==> config.mk <==
export PLATFORM = sky130hd
export DESIGN_NAME = fp_mult_seq
export DESIGN_NICKNAME = d
export VERILOG_FILES = /design/src/rtl/fp_mult_seq.sv
export SDC_FILE = /design/constraint.sdc
export NUM_CORES = 1
export LEC_CHECK = 0
export BUFFER_PORTS_ARGS = -buffer_cell sky130_fd_sc_hd__buf_2
export CAP_MARGIN = 40
export CORE_ASPECT_RATIO = 1.25
export CORE_UTILIZATION = 48
export CTS_CLUSTER_DIAMETER = 30
export DETAILED_ROUTE_END_ITERATION = 8
export PLACE_DENSITY_LB_ADDON = 0.15
export SLEW_MARGIN = 10
export SYNTH_ARGS = -nofsm -noshare
export SYNTH_HDL_FRONTEND = slang
export SYNTH_SLANG_ARGS = --single-unit
==> constraint.sdc <==
create_clock -name clk -period 4.4 [get_ports clk]
set_input_delay 0.22 -clock clk [delete_from_list [all_inputs] [get_ports clk]]
set_output_delay 0.22 -clock clk [all_outputs]
set_load 0.02 [all_outputs]
==> src/rtl/fp_mult_seq.sv <==
// Sequential floating-point multiplier: radix-2 shift-add significand product, normalise, round/truncate.
// Optional round-to-nearest-even when FP_MULT_RNE_EN is defined; otherwise truncation (round toward zero).
module fp_mult_seq #(
    parameter int EXP_W  = 8,
    parameter int FRAC_W = 23
) (
    input  logic                    clk,
    input  logic                    rst,
    input  logic                    in_valid,
    output logic                    in_ready,
    input  logic [EXP_W+FRAC_W:0]   a,
    input  logic [EXP_W+FRAC_W:0]   b,
    output logic                    out_valid,
    input  logic                    out_ready,
    output logic [EXP_W+FRAC_W:0]   result,
    output logic [2:0]              flags,
    output logic [1:0]              o_dbg_state,
    output logic                    o_dbg_inexact
);

    // Handshake: a transfer happens on a rising edge where valid and ready are both high;
    // in_ready is high only in IDLE, out_valid only in DONE, and result/flags hold until taken.

    localparam int W     = 1 + EXP_W + FRAC_W;
    localparam int M     = FRAC_W + 1;
    localparam int EW2   = EXP_W + 2;
    localparam int CNT_W = $clog2(M);
    localparam int BIAS  = (1 << (EXP_W - 1)) - 1;

    localparam logic signed [EW2-1:0] BIAS_S = EW2'(BIAS);
    localparam logic signed [EW2-1:0] EMAX_S = EW2'((1 << EXP_W) - 1);
    localparam logic [CNT_W-1:0]      CNT_LAST = CNT_W'(M - 1);

    typedef enum logic [1:0] {
        S_IDLE = 2'd0,
        S_MULT = 2'd1,
        S_NORM = 2'd2,
        S_DONE = 2'd3
    } state_t;

    state_t                  r_state;
    state_t                  w_next_state;
    logic [CNT_W-1:0]        r_cnt;
    logic [2*M-1:0]          r_acc;
    logic [M-1:0]            r_mcand;
    logic signed [EW2-1:0]   r_exp;
    logic                    r_sign;
    logic [W-1:0]            r_result;
    logic [2:0]              r_flags;
    logic                    r_inexact;

    // Operand classification
    logic                    w_a_sign, w_b_sign, w_sign;
    logic [EXP_W-1:0]        w_a_exp, w_b_exp;
    logic [FRAC_W-1:0]       w_a_frac, w_b_frac;
    logic                    w_a_zero, w_b_zero, w_a_inf, w_b_inf, w_a_nan, w_b_nan;
    logic                    w_special;
    logic [W-1:0]            w_spec_result;
    logic [2:0]              w_spec_flags;
    logic signed [EW2-1:0]   w_exp_sum;

    assign w_a_sign = a[W-1];
    assign w_b_sign = b[W-1];
    assign w_a_exp  = a[FRAC_W +: EXP_W];
    assign w_b_exp  = b[FRAC_W +: EXP_W];
    assign w_a_frac = a[FRAC_W-1:0];
    assign w_b_frac = b[FRAC_W-1:0];
    assign w_sign   = w_a_sign ^ w_b_sign;

    assign w_a_zero = (w_a_exp == '0);
    assign w_b_zero = (w_b_exp == '0);
    assign w_a_inf  = (&w_a_exp) && (w_a_frac == '0);
    assign w_b_inf  = (&w_b_exp) && (w_b_frac == '0);
    assign w_a_nan  = (&w_a_exp) && (w_a_frac != '0);
    assign w_b_nan  = (&w_b_exp) && (w_b_frac != '0);

    assign w_special = w_a_zero | w_b_zero | w_a_inf | w_b_inf | w_a_nan | w_b_nan;
    assign w_exp_sum = EW2'(w_a_exp) + EW2'(w_b_exp) - BIAS_S;

    // Priority: NaN (incl. 0*inf) over inf over zero; exponent-0 inputs count as zero.
    always_comb begin
        w_spec_result = '0;
        w_spec_flags  = 3'b000;
        if (w_a_nan || w_b_nan || (w_a_zero && w_b_inf) || (w_a_inf && w_b_zero)) begin
            w_spec_result = {1'b0, {EXP_W{1'b1}}, 1'b1, {(FRAC_W-1){1'b0}}};
            w_spec_flags  = 3'b100;
        end else if (w_a_inf || w_b_inf) begin
            w_spec_result = {w_sign, {EXP_W{1'b1}}, {FRAC_W{1'b0}}};
        end else begin
            w_spec_result = {w_sign, {(W-1){1'b0}}};
        end
    end

    // Shift-add step: conditionally add the multiplicand to the upper half, then shift right.
    logic [M:0]              w_sum;
    logic [2*M-1:0]          w_acc_next;

    assign w_sum      = {1'b0, r_acc[2*M-1:M]} + (r_acc[0] ? {1'b0, r_mcand} : {(M+1){1'b0}});
    assign w_acc_next = {w_sum, r_acc[M-1:1]};

    // Normalisation of the [1,4) product and rounding
    logic                    w_norm_hi;
    logic [FRAC_W-1:0]       w_frac_t;
    logic                    w_guard, w_sticky;
    logic                    w_round_inc;
    logic                    w_carry;
    logic [FRAC_W-1:0]       w_frac_f;
    logic signed [EW2-1:0]   w_exp_n, w_exp_f;
    logic                    w_ovf, w_unf;
    logic [W-1:0]            w_norm_result;
    logic [2:0]              w_norm_flags;

    assign w_norm_hi = r_acc[2*M-1];
    assign w_frac_t  = w_norm_hi ? r_acc[2*M-2 -: FRAC_W] : r_acc[2*M-3 -: FRAC_W];
    assign w_guard   = w_norm_hi ? r_acc[M-1] : r_acc[M-2];
    assign w_sticky  = w_norm_hi ? (|r_acc[M-2:0]) : (|r_acc[M-3:0]);
    assign w_exp_n   = r_exp + {{(EW2-1){1'b0}}, w_norm_hi};

`ifdef FP_MULT_RNE_EN
    assign w_round_inc = w_guard & (w_sticky | w_frac_t[0]);
`else
    assign w_round_inc = 1'b0;
`endif

    // A carry out of the fraction leaves it all-zero, which is exactly the renormalised value.
    assign {w_carry, w_frac_f} = {1'b0, w_frac_t} + {{FRAC_W{1'b0}}, w_round_inc};
    assign w_exp_f = w_exp_n + {{(EW2-1){1'b0}}, w_carry};

    assign w_ovf = (w_exp_f >= EMAX_S);
    assign w_unf = w_exp_f[EW2-1] || (w_exp_f == '0);

    always_comb begin
        w_norm_result = {r_sign, w_exp_f[EXP_W-1:0], w_frac_f};
        w_norm_flags  = 3'b000;
        if (w_ovf) begin
            w_norm_result = {r_sign, {EXP_W{1'b1}}, {FRAC_W{1'b0}}};
            w_norm_flags  = 3'b010;
        end else if (w_unf) begin
            w_norm_result = {r_sign, {(W-1){1'b0}}};
            w_norm_flags  = 3'b001;
        end
    end

    // FSM
    always_ff @(posedge clk or posedge rst) begin
        if (rst) begin
            r_state <= S_IDLE;
        end else begin
            r_state <= w_next_state;
        end
    end

    always_comb begin
        w_next_state = r_state;
        case (r_state)
            S_IDLE: if (in_valid) w_next_state = w_special ? S_DONE : S_MULT;
            S_MULT: if (r_cnt == CNT_LAST) w_next_state = S_NORM;
            S_NORM: w_next_state = S_DONE;
            S_DONE: if (out_ready) w_next_state = S_IDLE;
            default: w_next_state = S_IDLE;
        endcase
    end

    // Datapath
    always_ff @(posedge clk or posedge rst) begin
        if (rst) begin
            r_cnt     <= '0;
            r_acc     <= '0;
            r_mcand   <= '0;
            r_exp     <= '0;
            r_sign    <= 1'b0;
            r_result  <= '0;
            r_flags   <= 3'b000;
            r_inexact <= 1'b0;
        end else begin
            case (r_state)
                S_IDLE: begin
                    if (in_valid) begin
                        r_sign <= w_sign;
                        if (w_special) begin
                            r_result  <= w_spec_result;
                            r_flags   <= w_spec_flags;
                            r_inexact <= 1'b0;
                        end else begin
                            r_acc   <= {{M{1'b0}}, 1'b1, w_b_frac};
                            r_mcand <= {1'b1, w_a_frac};
                            r_exp   <= w_exp_sum;
                            r_cnt   <= '0;
                        end
                    end
                end
                S_MULT: begin
                    r_acc <= w_acc_next;
                    r_cnt <= r_cnt + CNT_W'(1);
                end
                S_NORM: begin
                    r_result  <= w_norm_result;
                    r_flags   <= w_norm_flags;
                    r_inexact <= w_guard | w_sticky;
                end
                default: ;
            endcase
        end
    end

    assign in_ready      = (r_state == S_IDLE);
    assign out_valid     = (r_state == S_DONE);
    assign result        = r_result;
    assign flags         = r_flags;
    assign o_dbg_state   = r_state;
    assign o_dbg_inexact = r_inexact;

endmodule

Word-level counts from Yosys, hierarchy flattened
Cells that the tools add are included.

Output and inout port bits: 40. Flip-flop bits (word level): 126. Logic and storage cells: 93.

Mux-type cells: 31. Equal/unequal tests: 9. Bitwise logic cells: 8. Reductions and logical operators: 30. Add/sub/neg operators: 5. Order comparisons: 1.

Operator list (count): two-way mux 32 bit (3); two-way mux 48 bit (2); case mux 48 bit (2 select lines) (1); two-way mux 31 bit (3); case mux 32 bit (2 select lines) (1); zero test 23 bit (2); nonzero test 23 bit (2); adder 24 x 24 -> 25 bit (1); two-way mux 24 bit (1); two-way mux 23 bit (1); OR reduction 23 bit (1); OR reduction 22 bit (1); zero test 8 bit (2); AND reduction 8 bit (2); AND reduction 3 bit (4); adder 10 x 1 -> 10 bit (1); >= comparator 10 x 9 -> 1 bit, second input constant (1); zero test 10 bit (1); two-way mux 2 bit (5); two-way mux 5 bit (2); case mux 5 bit (2 select lines) (1); subtractor 9 x 7 -> 10 bit, second input constant (1); adder 8 x 8 -> 9 bit (1); two-way mux 3 bit (3); other kinds (18) (41).

Logic depth before layout (Yosys ltp)
Word-level depth: 9. Mapped depth: 12.

Worst setup path after synthesis
OpenSTA, ideal clock, no wires.

Kind: register to register. Start: reg r_acc[0]. End: reg r_acc[45]. Required time: 4.269 ns. Path buffers: 1. Arrival: 2.480 ns. Path slack: 1.788 ns. Period minus slack after synthesis: 2.612 ns. Cell stages (with the launch flop): 13. Cell sequence: dfrtp_1 -> clkbuf_1 -> and2_1 -> ha_1 -> inv_1 -> fa_1 -> nor2b_1 -> o2111ai_1 -> a21oi_1 -> o21ai_1 -> o31ai_1 -> xnor2_1 -> o21ai_0.

Cells in the longest elaborated chain, start to end: 3.

Ends and longest elaborated chain: start, declared (line 44) `logic [2*M-1:0] r_acc;`; start signal, assigned (line 185) `r_acc <= {{M{1'b0}}, 1'b1, w_b_frac};`; start signal, assigned (line 193) `r_acc <= w_acc_next;`; two-way mux 24 bit (line 98) `assign w_sum = {1'b0, r_acc[2*M-1:M]} + (r_acc[0] ? {1'b0, r_mcand} : {(M+1){1'b0}});`; adder 24 x 24 -> 25 bit (line 98); case mux 48 bit (2 select lines) (line 176) `case (r_state)`.

No other way between the ends. A chain may end at the register's enable or synchronous reset.

Final worst setup path
Start: reg r_acc[0]. End: reg r_acc[43].

Same word-level chain as after synthesis.

==> metrics.txt <==
Final Hold Fails=0; #FFs+latches synth=126; Max Root-Sink Buffers=2; Clock power frac=24.8%; H-tree levels=4; drt total wl=18300 µm; first drt pass iteration count=4; Die H=143 µm; crit end category=register; CP Class=reg -> reg; Main synth FF type=dfrtp_1; total of max-cap violations=0; IO Count=108; DR DRC count=0; GR Util All Layers=23.8%; Initial Util=49.0%; Syn Inst Count=793; Fin Clk Skew=6.47 ps; largest net degree at the start of global routing=58; layout cells sized above 1=20.7%; Via density=5.63; Final setup viols=0; EDFF count, synth=0; critical path's slowest cell=dfrtp_1; RSZ-0062 raised after global routing=false; status=finished clean; Hold WC Path Type=in -> reg; post-CTS resize count=0; TNS Setup=0 ps; std cell rows=51; wire length on met3=757 µm; pwr/cell area=685 nW/µm²; post-synthesis sequential area ratio=41.3%; Clk Latency, worst-skew pair=420 ps; CP startpoint kind=register; crit-path max cell delay=750 ps; Leak Pwr=4.09 nW; root buffer cell=clkbuf_16; total setup buffers inserted after CTS=0; initial antenna violation count=0; WL met1=7640 µm; Clock transition at path regs=60 ps; power share of the combinational group=41.9%; Routed Antenna Nets=0; # diodes=0; CTS tree=yes; FMAX=309 MHz; DP HPWL=13900 µm; Iter 0 DRT Violations=356; vias in the first global route=6123; first-pass GRT wire length=30100 µm; synthesized area per cell=9.62 µm²; fill count=1410; final instance area=8990 µm²; Rel. slew slack=41.5%; Nets=1005; # clock sinks=126; Hold Path Depth=2; die width=115 µm; Tcrit/Tclk final=73.6%; Yosys warning total=0; met2 routed WL=9400 µm; Remaining Overflow, GRT=0; area delta synth->final=17.8%; cells on worst reg2reg path=11; net switching power=0.00248 W; Worst Path Required=4710 ps; Max FO, Critical Path=26; Top Metal Used=met4; Routed WL per cell=16.5 µm; Slew @ Worst Pin=875 ps; CP cell instances=and2_1 > ha_1 > inv_1 > fa_1 > nor2b_1 > o2111ai_1 > a21oi_1 > o21ai_1 > o21a_1 > xor2_1 > o31ai_1; mapped cell area=7630 µm²; DR vias=6276; internal power=0.00367 W; Post-Syn Nets=909; die area=16400 µm²; Net Sw Frac=40.3%; crit path DAT=3550 ps; Core Region=15600 µm²; Port Buffers=107; max-slew violations=0; CTS buffer count=17; Routability Congestion=0.930; async set or reset register ratio after synthesis=100%; Placed Area=8330 µm²; min Tclk post-route=3240 ps; maximum vdd drop=0.350 mV; Flop pwr share=33.2%; post-synth cell types=59
-- logic make-up (layout without fill, tap and decap cells) --
group | Yosys count | count (layout) | share of synthesized area (%)
AND/OR/NAND/NOR | 250 | 250 | 15.9
adder cells (fa/ha/maj) | 48 | 48 | 8.07
flip-flops | 126 | 126 | 41.3
AO/OA/AOI/OAI | 193 | 193 | 16.6
XOR/XNOR | 37 | 37 | 4.35
buffers and inverters | 66 | 175 | 3.77
multiplexers | 73 | 73 | 10.0
-- registers in the layout, indices dropped and copies added, names as in the netlist --
register / flops
r_sign: 1
result: 32
r_acc: 48
o_dbg_state: 2
r_cnt: 5
o_dbg_inexact: 1
r_exp: 10
r_mcand: 24
flags: 3
-- synth_stat cells (4+ instances only) --
cell | instances | area share [%]
dfrtp_1 | 126 | 41
nand2_1 | 114 | 5.6
mux2i_1 | 47 | 6.2
ha_1 | 46 | 7.5
o21ai_0 | 37 | 2.4
o31ai_1 | 37 | 3.6
o21ai_1 | 30 | 2.0
and2_1 | 29 | 2.4
nor2_1 | 27 | 1.3
a21oi_1 | 26 | 1.7
mux2_2 | 26 | 3.8
inv_1 | 25 | 1.2
xnor2_1 | 20 | 2.3
clkbuf_1 | 18 | 0.89
xor2_1 | 16 | 1.8
nor4_1 | 15 | 1.2
buf_2 | 14 | 0.92
nand3_1 | 13 | 0.85
nand4_1 | 12 | 0.98
nor3_1 | 12 | 0.79
a21o_1 | 8 | 0.79
a211oi_1 | 7 | 0.69
buf_4 | 6 | 0.59
nand2b_1 | 5 | 0.41
o21a_1 | 5 | 0.49
a22o_1 | 4 | 0.46
and4_1 | 4 | 0.46
nor2b_1 | 4 | 0.33
o211ai_1 | 4 | 0.39
or4_1 | 4 | 0.39
-- path summary, 6_finish.rpt --
check	endpoint	startpoint	slack [ps]
hold reg to reg	r_mcand[23]	r_mcand[23]	460
setup / recovery	r_acc[43]	r_acc[0]	1160
max in group asynchronous	r_acc[44]	rst	2880
setup reg to reg	r_acc[43]	r_acc[0]	1160
hold / removal	r_mcand[3]	a[3]	50
min in group asynchronous	result[0]	rst	480
-- critical path, delay by kind of cell, from the launching register on --
family	cells	cell delay, ps
AO/OA/AOI/OAI	5	1190
XOR/XNOR	1	140
adder cells (fa/ha/maj)	2	570
buffers and inverters	1	60
flip-flops	1	750
AND/OR/NAND/NOR	2	410
-- stage by stage --
step,hold WS (ps),util (%),setup WS [ps],power (W),cells
after floorplan,370,-,824,0.00398,793
after global placement,383,53.5,1320,0.00457,1081
after detailed placement,398,53.5,1190,0.00466,1081
after CTS,42.8,57.7,1140,0.00621,1114
after global routing,43.9,57.7,810,0.00660,1114
final,54.9,57.7,1160,0.00616,1114
-- layout make-up --
cell class / count / area, µm² / share of cell area, %
well taps: 212 / 265 / 2.95
clock buffers: 18 / 429 / 4.77
flip-flops and latches: 126 / 3150 / 35.1
inverters: 26 / 100 / 1.11
multi-input cells: 601 / 4210 / 46.9
repair buffers: 117 / 613 / 6.82
clock inverters: 14 / 218 / 2.42
-- metal layers --
metal / global-route usage [%] / vias up
li1: - / 3076
met1: 28.3 / 3020
met2: 41.4 / 144
met3: 5.01 / 36
met4: 9.91 / 0
met5: 0 / -
-- layout by cell type, fill, tap and decap left out, drive strengths merged, types with 7 or more instances in the layout --
cell / Yosys / final
nand2: 114 / 114
clkinv: 1 / 7
inv: 25 / 25
and2: 30 / 30
a211oi: 7 / 7
o21ai: 68 / 68
nand4: 12 / 12
ha: 46 / 46
o31ai: 37 / 37
nor4: 16 / 16
nor3: 12 / 12
dfrtp: 126 / 126
a21o: 8 / 8
nand3: 13 / 13
mux2i: 47 / 47
buf: 22 / 116
clkbuf: 18 / 18
a21oi: 26 / 26
nor2: 27 / 27
mux2: 26 / 26
xor2: 16 / 16
xnor2: 21 / 21
-- power groups by stage --
| stage | Sequential (W) | Clock, W | Combinational [W] |
|---|---|---|---|
| floorplan | 0.00200 | 0 | 0.00198 |
| global placement | 0.00205 | 0 | 0.00252 |
| detailed placement | 0.00207 | 0 | 0.00259 |
| CTS | 0.00205 | 0.00156 | 0.00260 |
| global route | 0.00212 | 0.00161 | 0.00287 |
| finish | 0.00205 | 0.00153 | 0.00258 |
-- repair_timing --
action | CTS | global route
endpoints found under the hold margin | 55 | 0
endpoints found under the setup margin | 0 | 0
hold buffers | 1 | 0
(Power assumes the default switching activity.)
